==> src/rtl/csc_pkg.sv <==
// Shared widths, terminator codes and FSM encoding for the CSC input-activation
// global-buffer slice.
package csc_pkg;

  localparam int unsigned CSC_ADDR_WIDTH  = 7;
  localparam int unsigned CSC_COUNT_WIDTH = 4;
  localparam int unsigned CSC_DATA_WIDTH  = 8;
  localparam int unsigned CSC_WORD_WIDTH  = CSC_DATA_WIDTH + CSC_COUNT_WIDTH;

  localparam logic [CSC_ADDR_WIDTH-1:0] CSC_ADDR_TERM     = '0;
  localparam logic [CSC_WORD_WIDTH-1:0] CSC_DATA_TERM     = '0;
  localparam logic [CSC_ADDR_WIDTH-1:0] CSC_ADDR_ZERO_COL = '1;

  typedef enum logic [1:0] {
    ST_IDLE,
    ST_FILL,
    ST_FULL,
    ST_DRAIN
  } state_t;

  function automatic logic is_zero_col(input logic [CSC_ADDR_WIDTH-1:0] a);
    return a == CSC_ADDR_ZERO_COL;
  endfunction

endpackage

==> src/rtl/csc_iact_glb_bank_if.sv <==
// Write (encoder side) and read (PE side) handshake bundle of one GLB bank.
interface csc_iact_glb_bank_if #(
  parameter int unsigned ADDR_WIDTH = csc_pkg::CSC_ADDR_WIDTH,
  parameter int unsigned WORD_WIDTH = csc_pkg::CSC_WORD_WIDTH
);
  logic                  addr_in_valid;
  logic                  addr_in_ready;
  logic [ADDR_WIDTH-1:0] addr_in;
  logic                  data_in_valid;
  logic                  data_in_ready;
  logic [WORD_WIDTH-1:0] data_in;
  logic                  addr_out_valid;
  logic                  addr_out_ready;
  logic [ADDR_WIDTH-1:0] addr_out;
  logic                  data_out_valid;
  logic                  data_out_ready;
  logic [WORD_WIDTH-1:0] data_out;

  modport master (
    output addr_in_valid, addr_in, data_in_valid, data_in,
           addr_out_ready, data_out_ready,
    input  addr_in_ready, data_in_ready,
           addr_out_valid, addr_out, data_out_valid, data_out
  );

  modport slave (
    input  addr_in_valid, addr_in, data_in_valid, data_in,
           addr_out_ready, data_out_ready,
    output addr_in_ready, data_in_ready,
           addr_out_valid, addr_out, data_out_valid, data_out
  );
endinterface

==> src/rtl/csc_glb_read_stream.sv <==
// One CSC stream store: memory, saturating write pointer, terminator tracking
// and a replay path (registered memory read feeding a 2-entry skid buffer).
module csc_glb_read_stream #(
  parameter int unsigned      WIDTH = 7,
  parameter int unsigned      DEPTH = 16,
  parameter logic [WIDTH-1:0] TERM  = '0
) (
  input  logic             clock,
  input  logic             reset,
  input  logic             flush,
  input  logic             wr_en,
  input  logic [WIDTH-1:0] wr_data,
  output logic             term_seen,
  output logic             term_hit,
  output logic             drop,
  input  logic             rd_start,
  output logic             out_valid,
  input  logic             out_ready,
  output logic [WIDTH-1:0] out_data,
  output logic             drained
);
  localparam int unsigned PW = $clog2(DEPTH);

  logic [WIDTH-1:0] mem [DEPTH];
  logic [PW-1:0]    wr_ptr, rd_ptr, term_idx, issue_addr;
  logic             is_term, wr_full, store;
  logic             reading, issue, issue_ok;
  logic             rd_q_valid, rd_q_last;
  logic [WIDTH-1:0] rd_q;
  logic [WIDTH-1:0] ent_data [2];
  logic [1:0]       ent_last;
  logic             head;
  logic [1:0]       cnt, occ;
  logic             pop, pop_last, drained_q;

  assign is_term  = wr_data == TERM;
  assign wr_full  = wr_ptr == PW'(DEPTH - 1);
  assign store    = wr_en & (is_term | ~wr_full);
  assign term_hit = wr_en & is_term;
  assign drop     = wr_en & ~is_term & wr_full;

  always_ff @(posedge clock) begin
    if (store) mem[wr_ptr] <= wr_data;
  end

  assign out_valid = cnt != 2'd0;
  assign out_data  = ent_data[head];
  assign pop       = out_valid & out_ready;
  assign pop_last  = pop & ent_last[head];
  assign drained   = drained_q | pop_last;

  // Words buffered plus the one in flight must never exceed the two skid slots.
  assign occ        = cnt + 2'(rd_q_valid) - 2'(pop);
  assign issue_ok   = occ < 2'd2;
  assign issue_addr = rd_start ? '0 : rd_ptr;
  assign issue      = ~flush & (rd_start | (reading & issue_ok));

  always_ff @(posedge clock) begin
    if (reset || flush) begin
      wr_ptr      <= '0;
      term_seen   <= 1'b0;
      term_idx    <= '0;
      rd_ptr      <= '0;
      reading     <= 1'b0;
      rd_q_valid  <= 1'b0;
      rd_q_last   <= 1'b0;
      rd_q        <= '0;
      ent_data[0] <= '0;
      ent_data[1] <= '0;
      ent_last    <= '0;
      head        <= 1'b0;
      cnt         <= '0;
      drained_q   <= 1'b0;
    end else begin
      if (wr_en && !wr_full) wr_ptr <= wr_ptr + PW'(1);
      if (store && is_term) begin
        term_seen <= 1'b1;
        term_idx  <= wr_ptr;
      end

      if (rd_start) begin
        reading   <= 1'b1;
        drained_q <= 1'b0;
      end
      if (issue) begin
        rd_ptr    <= issue_addr + PW'(1);
        rd_q      <= mem[issue_addr];
        rd_q_last <= issue_addr == term_idx;
        if (issue_addr == term_idx) reading <= 1'b0;
      end
      rd_q_valid <= issue;

      if (rd_q_valid) begin
        ent_data[head ^ cnt[0]] <= rd_q;
        ent_last[head ^ cnt[0]] <= rd_q_last;
      end
      if (pop) head <= ~head;
      cnt <= cnt + 2'(rd_q_valid) - 2'(pop);
      if (pop_last) drained_q <= 1'b1;
    end
  end
endmodule

==> src/rtl/csc_iact_glb_bank.sv <==
// GLB bank holding one compressed input-activation vector: fills from the CSC
// encoder, replays on read_start, and empties on clear without touching memory.
module csc_iact_glb_bank
  import csc_pkg::*;
#(
  parameter int unsigned ADDR_WIDTH  = CSC_ADDR_WIDTH,
  parameter int unsigned COUNT_WIDTH = CSC_COUNT_WIDTH,
  parameter int unsigned DATA_WIDTH  = CSC_DATA_WIDTH,
  parameter int unsigned ADDR_DEPTH  = 16,
  parameter int unsigned DATA_DEPTH  = 128
) (
  input  logic                clock,
  input  logic                reset,
  input  logic                clear,
  input  logic                read_start,
  csc_iact_glb_bank_if.slave  bus,
  output logic                vector_ready,
  output logic                overflow,
  output logic                busy
);
  localparam int unsigned WORD_WIDTH = DATA_WIDTH + COUNT_WIDTH;

  state_t state, state_next;
  logic   write_open, start_ok, drain_finish, flush;
  logic   a_acc, d_acc;
  logic   a_term_seen, d_term_seen, a_term_hit, d_term_hit;
  logic   a_drop, d_drop, a_drained, d_drained;

  assign write_open = (state == ST_IDLE) || (state == ST_FILL);

  // During clear both streams look ready so the encoder can flush into the bank.
  assign bus.addr_in_ready = clear | (write_open & ~a_term_seen);
  assign bus.data_in_ready = clear | (write_open & ~d_term_seen);

  assign a_acc = bus.addr_in_valid & bus.addr_in_ready & ~clear;
  assign d_acc = bus.data_in_valid & bus.data_in_ready & ~clear;

  assign start_ok     = (state == ST_FULL) & read_start & ~clear;
  assign drain_finish = (state == ST_DRAIN) & a_drained & d_drained;
  assign flush        = clear | drain_finish;

  csc_glb_read_stream #(
    .WIDTH (ADDR_WIDTH),
    .DEPTH (ADDR_DEPTH),
    .TERM  (ADDR_WIDTH'(CSC_ADDR_TERM))
  ) u_addr (
    .clock     (clock),
    .reset     (reset),
    .flush     (flush),
    .wr_en     (a_acc),
    .wr_data   (bus.addr_in),
    .term_seen (a_term_seen),
    .term_hit  (a_term_hit),
    .drop      (a_drop),
    .rd_start  (start_ok),
    .out_valid (bus.addr_out_valid),
    .out_ready (bus.addr_out_ready),
    .out_data  (bus.addr_out),
    .drained   (a_drained)
  );

  csc_glb_read_stream #(
    .WIDTH (WORD_WIDTH),
    .DEPTH (DATA_DEPTH),
    .TERM  (WORD_WIDTH'(CSC_DATA_TERM))
  ) u_data (
    .clock     (clock),
    .reset     (reset),
    .flush     (flush),
    .wr_en     (d_acc),
    .wr_data   (bus.data_in),
    .term_seen (d_term_seen),
    .term_hit  (d_term_hit),
    .drop      (d_drop),
    .rd_start  (start_ok),
    .out_valid (bus.data_out_valid),
    .out_ready (bus.data_out_ready),
    .out_data  (bus.data_out),
    .drained   (d_drained)
  );

  always_ff @(posedge clock) begin
    if (reset) state <= ST_IDLE;
    else       state <= state_next;
  end

  always_comb begin
    state_next = state;
    case (state)
      ST_IDLE, ST_FILL: begin
        if ((a_term_seen | a_term_hit) && (d_term_seen | d_term_hit))
          state_next = ST_FULL;
        else if (a_acc || d_acc)
          state_next = ST_FILL;
      end
      ST_FULL:  if (read_start) state_next = ST_DRAIN;
      ST_DRAIN: if (a_drained && d_drained) state_next = ST_IDLE;
      default:  state_next = ST_IDLE;
    endcase
    if (clear) state_next = ST_IDLE;
  end

  always_ff @(posedge clock) begin
    if (reset || clear || start_ok) overflow <= 1'b0;
    else if (a_drop || d_drop)      overflow <= 1'b1;
  end

  assign vector_ready = state == ST_FULL;
  assign busy         = (state == ST_FILL) || (state == ST_DRAIN);
endmodule

==> src/flat_wrapper.sv <==
// flat-port wrapper written by rule: the top's interface ports become plain ports
module csc_iact_glb_bank_flat import csc_pkg::*;
#(
  parameter int unsigned ADDR_WIDTH  = CSC_ADDR_WIDTH,
  parameter int unsigned COUNT_WIDTH = CSC_COUNT_WIDTH,
  parameter int unsigned DATA_WIDTH  = CSC_DATA_WIDTH,
  parameter int unsigned ADDR_DEPTH  = 16,
  parameter int unsigned DATA_DEPTH  = 128
)
  (clock, reset, clear, read_start, vector_ready, overflow, busy, bus_addr_in_valid, bus_addr_in, bus_data_in_valid, bus_data_in, bus_addr_out_ready, bus_data_out_ready, bus_addr_in_ready, bus_data_in_ready, bus_addr_out_valid, bus_addr_out, bus_data_out_valid, bus_data_out);
  csc_iact_glb_bank_if #(.ADDR_WIDTH(ADDR_WIDTH)) bus_i ();
  input  logic clock;
  input  logic reset;
  input  logic clear;
  input  logic read_start;
  output logic vector_ready;
  output logic overflow;
  output logic busy;
  input wire logic [$bits(bus_i.addr_in_valid)-1:0] bus_addr_in_valid;
  input wire logic [$bits(bus_i.addr_in)-1:0] bus_addr_in;
  input wire logic [$bits(bus_i.data_in_valid)-1:0] bus_data_in_valid;
  input wire logic [$bits(bus_i.data_in)-1:0] bus_data_in;
  input wire logic [$bits(bus_i.addr_out_ready)-1:0] bus_addr_out_ready;
  input wire logic [$bits(bus_i.data_out_ready)-1:0] bus_data_out_ready;
  output wire logic [$bits(bus_i.addr_in_ready)-1:0] bus_addr_in_ready;
  output wire logic [$bits(bus_i.data_in_ready)-1:0] bus_data_in_ready;
  output wire logic [$bits(bus_i.addr_out_valid)-1:0] bus_addr_out_valid;
  output wire logic [$bits(bus_i.addr_out)-1:0] bus_addr_out;
  output wire logic [$bits(bus_i.data_out_valid)-1:0] bus_data_out_valid;
  output wire logic [$bits(bus_i.data_out)-1:0] bus_data_out;
  assign bus_i.addr_in_valid = bus_addr_in_valid;
  assign bus_i.addr_in = bus_addr_in;
  assign bus_i.data_in_valid = bus_data_in_valid;
  assign bus_i.data_in = bus_data_in;
  assign bus_i.addr_out_ready = bus_addr_out_ready;
  assign bus_i.data_out_ready = bus_data_out_ready;
  assign bus_addr_in_ready = bus_i.addr_in_ready;
  assign bus_data_in_ready = bus_i.data_in_ready;
  assign bus_addr_out_valid = bus_i.addr_out_valid;
  assign bus_addr_out = bus_i.addr_out;
  assign bus_data_out_valid = bus_i.data_out_valid;
  assign bus_data_out = bus_i.data_out;
  csc_iact_glb_bank #(.ADDR_WIDTH(ADDR_WIDTH), .COUNT_WIDTH(COUNT_WIDTH), .DATA_WIDTH(DATA_WIDTH), .ADDR_DEPTH(ADDR_DEPTH), .DATA_DEPTH(DATA_DEPTH)) u_core (.clock(clock), .reset(reset), .clear(clear), .read_start(read_start), .bus(bus_i), .vector_ready(vector_ready), .overflow(overflow), .busy(busy));
endmodule
==> config.mk <==
export PLATFORM = sky130hd
export DESIGN_NAME = csc_iact_glb_bank_flat
export DESIGN_NICKNAME = d
export VERILOG_FILES = /design/src/rtl/csc_pkg.sv /design/src/rtl/csc_iact_glb_bank_if.sv /design/src/rtl/csc_glb_read_stream.sv /design/src/rtl/csc_iact_glb_bank.sv /design/src/flat_wrapper.sv
export SDC_FILE = /design/constraint.sdc
export NUM_CORES = 2
export LEC_CHECK = 0
export ABC_AREA = 1
export CAP_MARGIN = 10
export CORE_MARGIN = 4
export CORE_UTILIZATION = 63
export DETAILED_ROUTE_END_ITERATION = 12
export MAX_ROUTING_LAYER = met4
export PLACE_DENSITY = 0.79
export SETUP_SLACK_MARGIN = 0.02
export SYNTH_ARGS = -nofsm -noshare
export SYNTH_HDL_FRONTEND = slang
export SYNTH_HIERARCHICAL = 1
export SYNTH_SLANG_ARGS = --single-unit
export TNS_END_PERCENT = 10
==> constraint.sdc <==
create_clock -name clock -period 3.1 [get_ports clock]
set_input_delay 0.465 -clock clock [delete_from_list [all_inputs] [get_ports clock]]
set_output_delay 0.465 -clock clock [all_outputs]
set_load 0.01 [all_outputs]
Word-level counts from Yosys, hierarchy flattened
Memories as Yosys holds them, arrays and structs flattened. A register that Yosys moved wholly into a read port is not among the register bits. Cells that the tools add are included.

Reductions and logical operators: 29. Bitwise gates (word level): 49. Equal/unequal tests: 10. $lt $le $gt $ge: 8. Muxes and demuxes: 48. $add $sub $neg: 8.

Operators with widths (number): 1-bit two-way mux (35); 1-bit AND (26); 7-bit by 1-bit adder with 7-bit output, second input constant (2); 7-bit two-way mux (2); 12-bit zero test (1); 12-bit two-way mux (1); 12-bit OR reduction (1); 1-bit OR (11); 1-bit inverter (10); 4-bit by 1-bit adder with 4-bit output, second input constant (2); 1-bit logical AND (8); 1-bit by 2-bit less-than comparator with 1-bit output, second input constant (4); 2-bit two-way mux (4); 2-bit nonzero test (4); 7-bit equality test (1); 7-bit equality test, second input constant (1); 7-bit zero test (1); 1-bit logical OR (7); 7-bit OR reduction (1); 2-bit one-hot mux with 3 select lines (1); 2-bit by 1-bit adder with 2-bit output (2); 2-bit bitwise mux (2); 2-bit equality test, second input constant (2); 4-bit equality test (1); other kinds (14) (22).

Word-level logic and storage cells: 180. Flip-flop bits (word level): 56. Memories kept: 4. RAM bits: 1686. Input port bits: 27. Output and inout bits: 26.

Memory list: u_core.u_data.mem (depth 128, bits a word 12, read ports 1, clocked after memory_dff 1, wr ports 1, line csc_glb_read_stream.sv:24) `logic [WIDTH-1:0] mem [DEPTH];`; u_core.u_addr.mem (depth 16, bits a word 7, read ports 1, clocked after memory_dff 1, wr ports 1, line csc_glb_read_stream.sv:24); u_core.u_data.ent_data (depth 2, bits a word 12, read ports 1, clocked after memory_dff 1, wr ports 2, line csc_glb_read_stream.sv:30) `logic [WIDTH-1:0] ent_data [2];`; u_core.u_addr.ent_data (depth 2, bits a word 7, read ports 1, clocked after memory_dff 1, wr ports 2, line csc_glb_read_stream.sv:30).

Logic depth before layout (Yosys ltp)
Depth after elaboration: 12. Gate-level depth with buffers: 18. Mapped depth without buffers: 16.

By module
The synthesis kept the hierarchy.

Modules (own cells, without submodules): csc_glb_read_stream at u_core.u_data (cells an instance 6405, seq. area each 47725.8 µm², area each 68124.1 µm², times used 1); csc_glb_read_stream at u_core.u_addr (cells an instance 716, seq. area each 4384.2 µm², area each 6905.4 µm², times used 1); csc_iact_glb_bank (cells an instance 41, seq. area each 60.1 µm², area each 239.0 µm², times used 1).

Worst setup path after synthesis
Ideal clock, no wire load.

Path kind: input to register. Start: in read_start. End: reg u_core.u_data.rd_q[7] (read register of u_core.u_data.mem). Cell stages on the path: 14. Data arrival time: 2.664 ns. Buffers on the path: 3. Data required time: 2.968 ns. Slack: 0.304 ns. Setup time: 0.132 ns. Cell sequence: inv_1 -> nor3_1 -> inv_2 -> nand2_1 -> buf_2 -> buf_2 -> buf_1 -> nand3_1 -> nand3_1 -> nand3_1 -> nand3_1 -> nand2_1 -> nand3_1 -> a21oi_1.

Longest elaborated chain between the ends: 4. Elaborated cells on any way between the ends: 5. Classes of those cells: mux (1); bitwise (4).

Ends and longest elaborated chain: start: declaration (line flat_wrapper.sv:15) `input logic read_start;`; 1-bit AND * (2 in a row) (line csc_iact_glb_bank.sv:38) `assign start_ok = (state == ST_FULL) & read_start & ~clear;`; net u_core.start_ok (line csc_iact_glb_bank.sv:24) `logic write_open, start_ok, drain_finish, flush;`; 1-bit OR (line csc_glb_read_stream.sv:56) `assign issue = ~flush & (rd_start | (reading & issue_ok));`; 1-bit AND (line csc_glb_read_stream.sv:56); end: declaration (line csc_glb_read_stream.sv:29) `logic [WIDTH-1:0] rd_q;`.

The timed path passes the listed nets; every way through them passes the cells marked *. A chain may end at the register's enable or synchronous reset.

Worst setup path in the final report
Start: reg u_core.state[0]. End: reg u_core.u_data.rd_q[2] (read register of u_core.u_data.mem).

Elaborated cells on any way between the ends: 12. Classes of those cells: eq/ne (2); mux (1); bitwise (8); reduce/logical (1).

RTL lines: start: declaration (line csc_iact_glb_bank.sv:23) `state_t state, state_next;`; start signal: assignment (line csc_iact_glb_bank.sv:84) `else state <= state_next;`; 2-bit equality test * (line csc_iact_glb_bank.sv:38); 1-bit AND * (2 in a row) (line csc_iact_glb_bank.sv:38); net u_core.start_ok (line csc_iact_glb_bank.sv:24); 1-bit OR (line csc_glb_read_stream.sv:56); 1-bit AND (line csc_glb_read_stream.sv:56).

Marks and branches as above.

==> out/metrics.csv <==
metric;value;unit
required;3.78;ns
utilization;73.7;%
startpoint;u_core/state[0];
ctsHoldBuffers;0;
cts_made_buffers;174;
hold_class;in -> reg;
track_usage;34.4;%
synthCells;7162;
rsz0062_at_grt;true;
antenna_found_initial;3;
fin_crit;3.14;ns
final.setup.tns;-0.0390;ns
post-route-period-util;101;%
place_hpwl;130;mm
crit_arrival;3.82;ns
synth.avg_cell_area;10.5;um^2
vias_per_cell;5.89;
area_delta_synth_final;15.9;%
die_height;354;um
start_util;63.6;%
critPathLaunchType;flip-flop;
yosysSeqAreaShare;69.3;%
worstSetupEndpointType;flip-flop;
placementRows;126;
violations;negative setup slack;
hold_viol;0;
setup_ws;-0.0390;ns
ys_types;35;
min_from;bus_data_in[0];
post_drt_wl_per_cell;22.7;um
irDropWorstVdd;0.611;mV
drt_iter0_drc;7660;
dieArea;125000;um^2
nets;7557;
grt_max_degree;129;
io_buffers;52;
cp_max_fo;15;
core;118000;um^2
fmax;0.319;GHz
worst_pin_slew;1.33;ns
cts_max_level;4;
num_vias;54600;
finalMaxSlewViolations;0;
first_global_vias;52900;
layout.cells.most_common;edfxtp_1;
drive_gt1_share;11.1;%
place_ws;-0.744;ns
fin_cells;9265;
synth_seq_cells;1763;
cts.sinks;1763;
place.gp.congestion;0.980;
grt_pass1_wl;316;mm
dpl-instance-area;81400;um^2
stdcell_area;87200;um^2
maxSlewHeadroom;11.6;%
cap_violations;0;
io_pins;53;
final_cell_mix;edfxtp_1 (1,686), nand2_1 (1,626), nand3_1 (1,171), inv_1 (1,047), nor2_1 (663);
synth_warnings;6;
cts_tree;done;
grt-ovfl-total;0;
netlist_area;75300;um^2
clockRootBuffer;clkbuf_16;
clock_latency;0.81;ns
status;complete, but fails checks;
dr.pass1.iters;8;
setup_viol;1;
drc;0;
clk_path_buf_depth;3;
dpl.cell_count;8939;
reg2reg_from;u_core/state[0];
ant_nets;0;
dieWidth;354;um
clkTransAtPathRegs;0.06;ns
p_leak;0.0356;uW
p_per_area;542;nW/um^2
crit_type;reg -> reg;
finClkSkew;0.0206;ns
wl;210;mm
syn_nets;7200;
==> metal layers <==
| layer | GRT usage (%) | vias up | share of wire (%) |
|---|---|---|---|
| li1 | - | 24400 | - |
| met1 | 44.2 | 25900 | 36 |
| met2 | 53.7 | 3656 | 48 |
| met3 | 6.79 | 604 | 12 |
| met4 | 15.3 | 0 | 4.8 |
| met5 | - | - | 0 |
==> flip-flops by register name, summed over array words and instances, names as in the netlist, 2 cells and up, named ones only <==
name,cells
u_core/state,2
u_core/u_addr/cnt,2
u_core/u_addr/ent_data,14
u_core/u_addr/ent_last,2
u_core/u_addr/mem,112
u_core/u_addr/rd_ptr,4
u_core/u_addr/rd_q,7
u_core/u_addr/term_idx,4
u_core/u_addr/wr_ptr,4
u_core/u_data/cnt,2
u_core/u_data/ent_data,24
u_core/u_data/ent_last,2
u_core/u_data/mem,1536
u_core/u_data/rd_ptr,7
u_core/u_data/rd_q,12
u_core/u_data/term_idx,7
u_core/u_data/wr_ptr,7
==> cell type report <==
cell class	instances	area [um^2]
multi-input cells	3962	17700
fillers	7501	31200
repair buffers	559	5850
flip-flops and latches	1763	52200
clock inverters	96	843
diodes	4	10.0
inverters	1059	3990
well taps	1600	2000
clock buffers	222	4650
==> repair_timing <==
action	CTS	global route
pin swaps	1	5
cloned	0	2
setup buffers	0	2
gates resized for setup	12	35
endpoints found under the setup margin	9	12
==> per-stage QoR <==
stage | total power (uW) | hold slack, ns
CTS | 47400 | 0.269
global route | 48500 | 0.294
floorplan | 26700 | 0.443
global placement | 27300 | 0.453
detailed placement | 27400 | 0.460
finish | 47300 | 0.318
==> worst paths after layout <==
path                                                   to  slack, ns  cells after the start
worst max-delay path                u_core/u_data/rd_q[2]      -0.04                     18
worst min-delay path            u_core/u_data/mem[119][0]       0.32                      2
worst max register to register      u_core/u_data/rd_q[2]      -0.04                     18
worst min register to register  u_core/u_addr/term_idx[3]       0.47                      2
==> kinds of logic after synthesis <==
logic type	after synthesis	synth area share [%]
compound gates	371	2.68
fa+ha+maj	11	0.183
mux	19	0.284
xor+xnor	22	0.256
buf+inv	1437	7.49
simple gates	3539	19.8
flops	1763	69.3
==> worst max-delay path: stages, from the launching register on <==
cell and delay (ns):
dfxtp_1 0.35, inv_1 0.09, nand2_1 0.12, nor3_4 0.35
inv_4 0.16, buf_4 0.18, buf_4 0.15, nand2_4 0.06
clkinv_2 0.15, buf_4 0.20, buf_4 0.20, nand3_1 0.19
nand2_1 0.14, nand2_1 0.08, nand2_1 0.07, nor2_2 0.17
nand2_1 0.15, nand3_1 0.12, a21oi_1 0.06
==> report_power, final <==
part           switching, uW  internal [uW]  total (uW)  leakage (uW)
Sequential              14.7          26100       26100        0.0158
Clock                   8880          11500       20400       0.00267
Combinational            619            141         760        0.0171
Total                   9510          37800       47300        0.0356
==> cell usage after synthesis (all sizes together) <==
library cell	instances	share of area (%)
and3	1	0.0083
nor2	672	3.4
edfxtp	1686	67
nand2	1635	8.2
ha	11	0.18
o211ai	60	0.60
a211oi	1	0.010
nand3b	3	0.030
mux2	19	0.28
xor2	14	0.16
or2	13	0.11
xnor2	8	0.093
clkbuf	180	0.90
nor4	5	0.042
nand4	2	0.017
buf	198	1.3
o21ai	223	1.5
a21oi	84	0.56
inv	1057	5.3
nand3	1191	7.9
dfxtp	77	2.0
a31oi	2	0.017
nor3	16	0.11
nor3b	1	0.010
clkinv	2	0.010
o21a	1	0.010
Note: power is estimated with default switching activity, not from simulation.
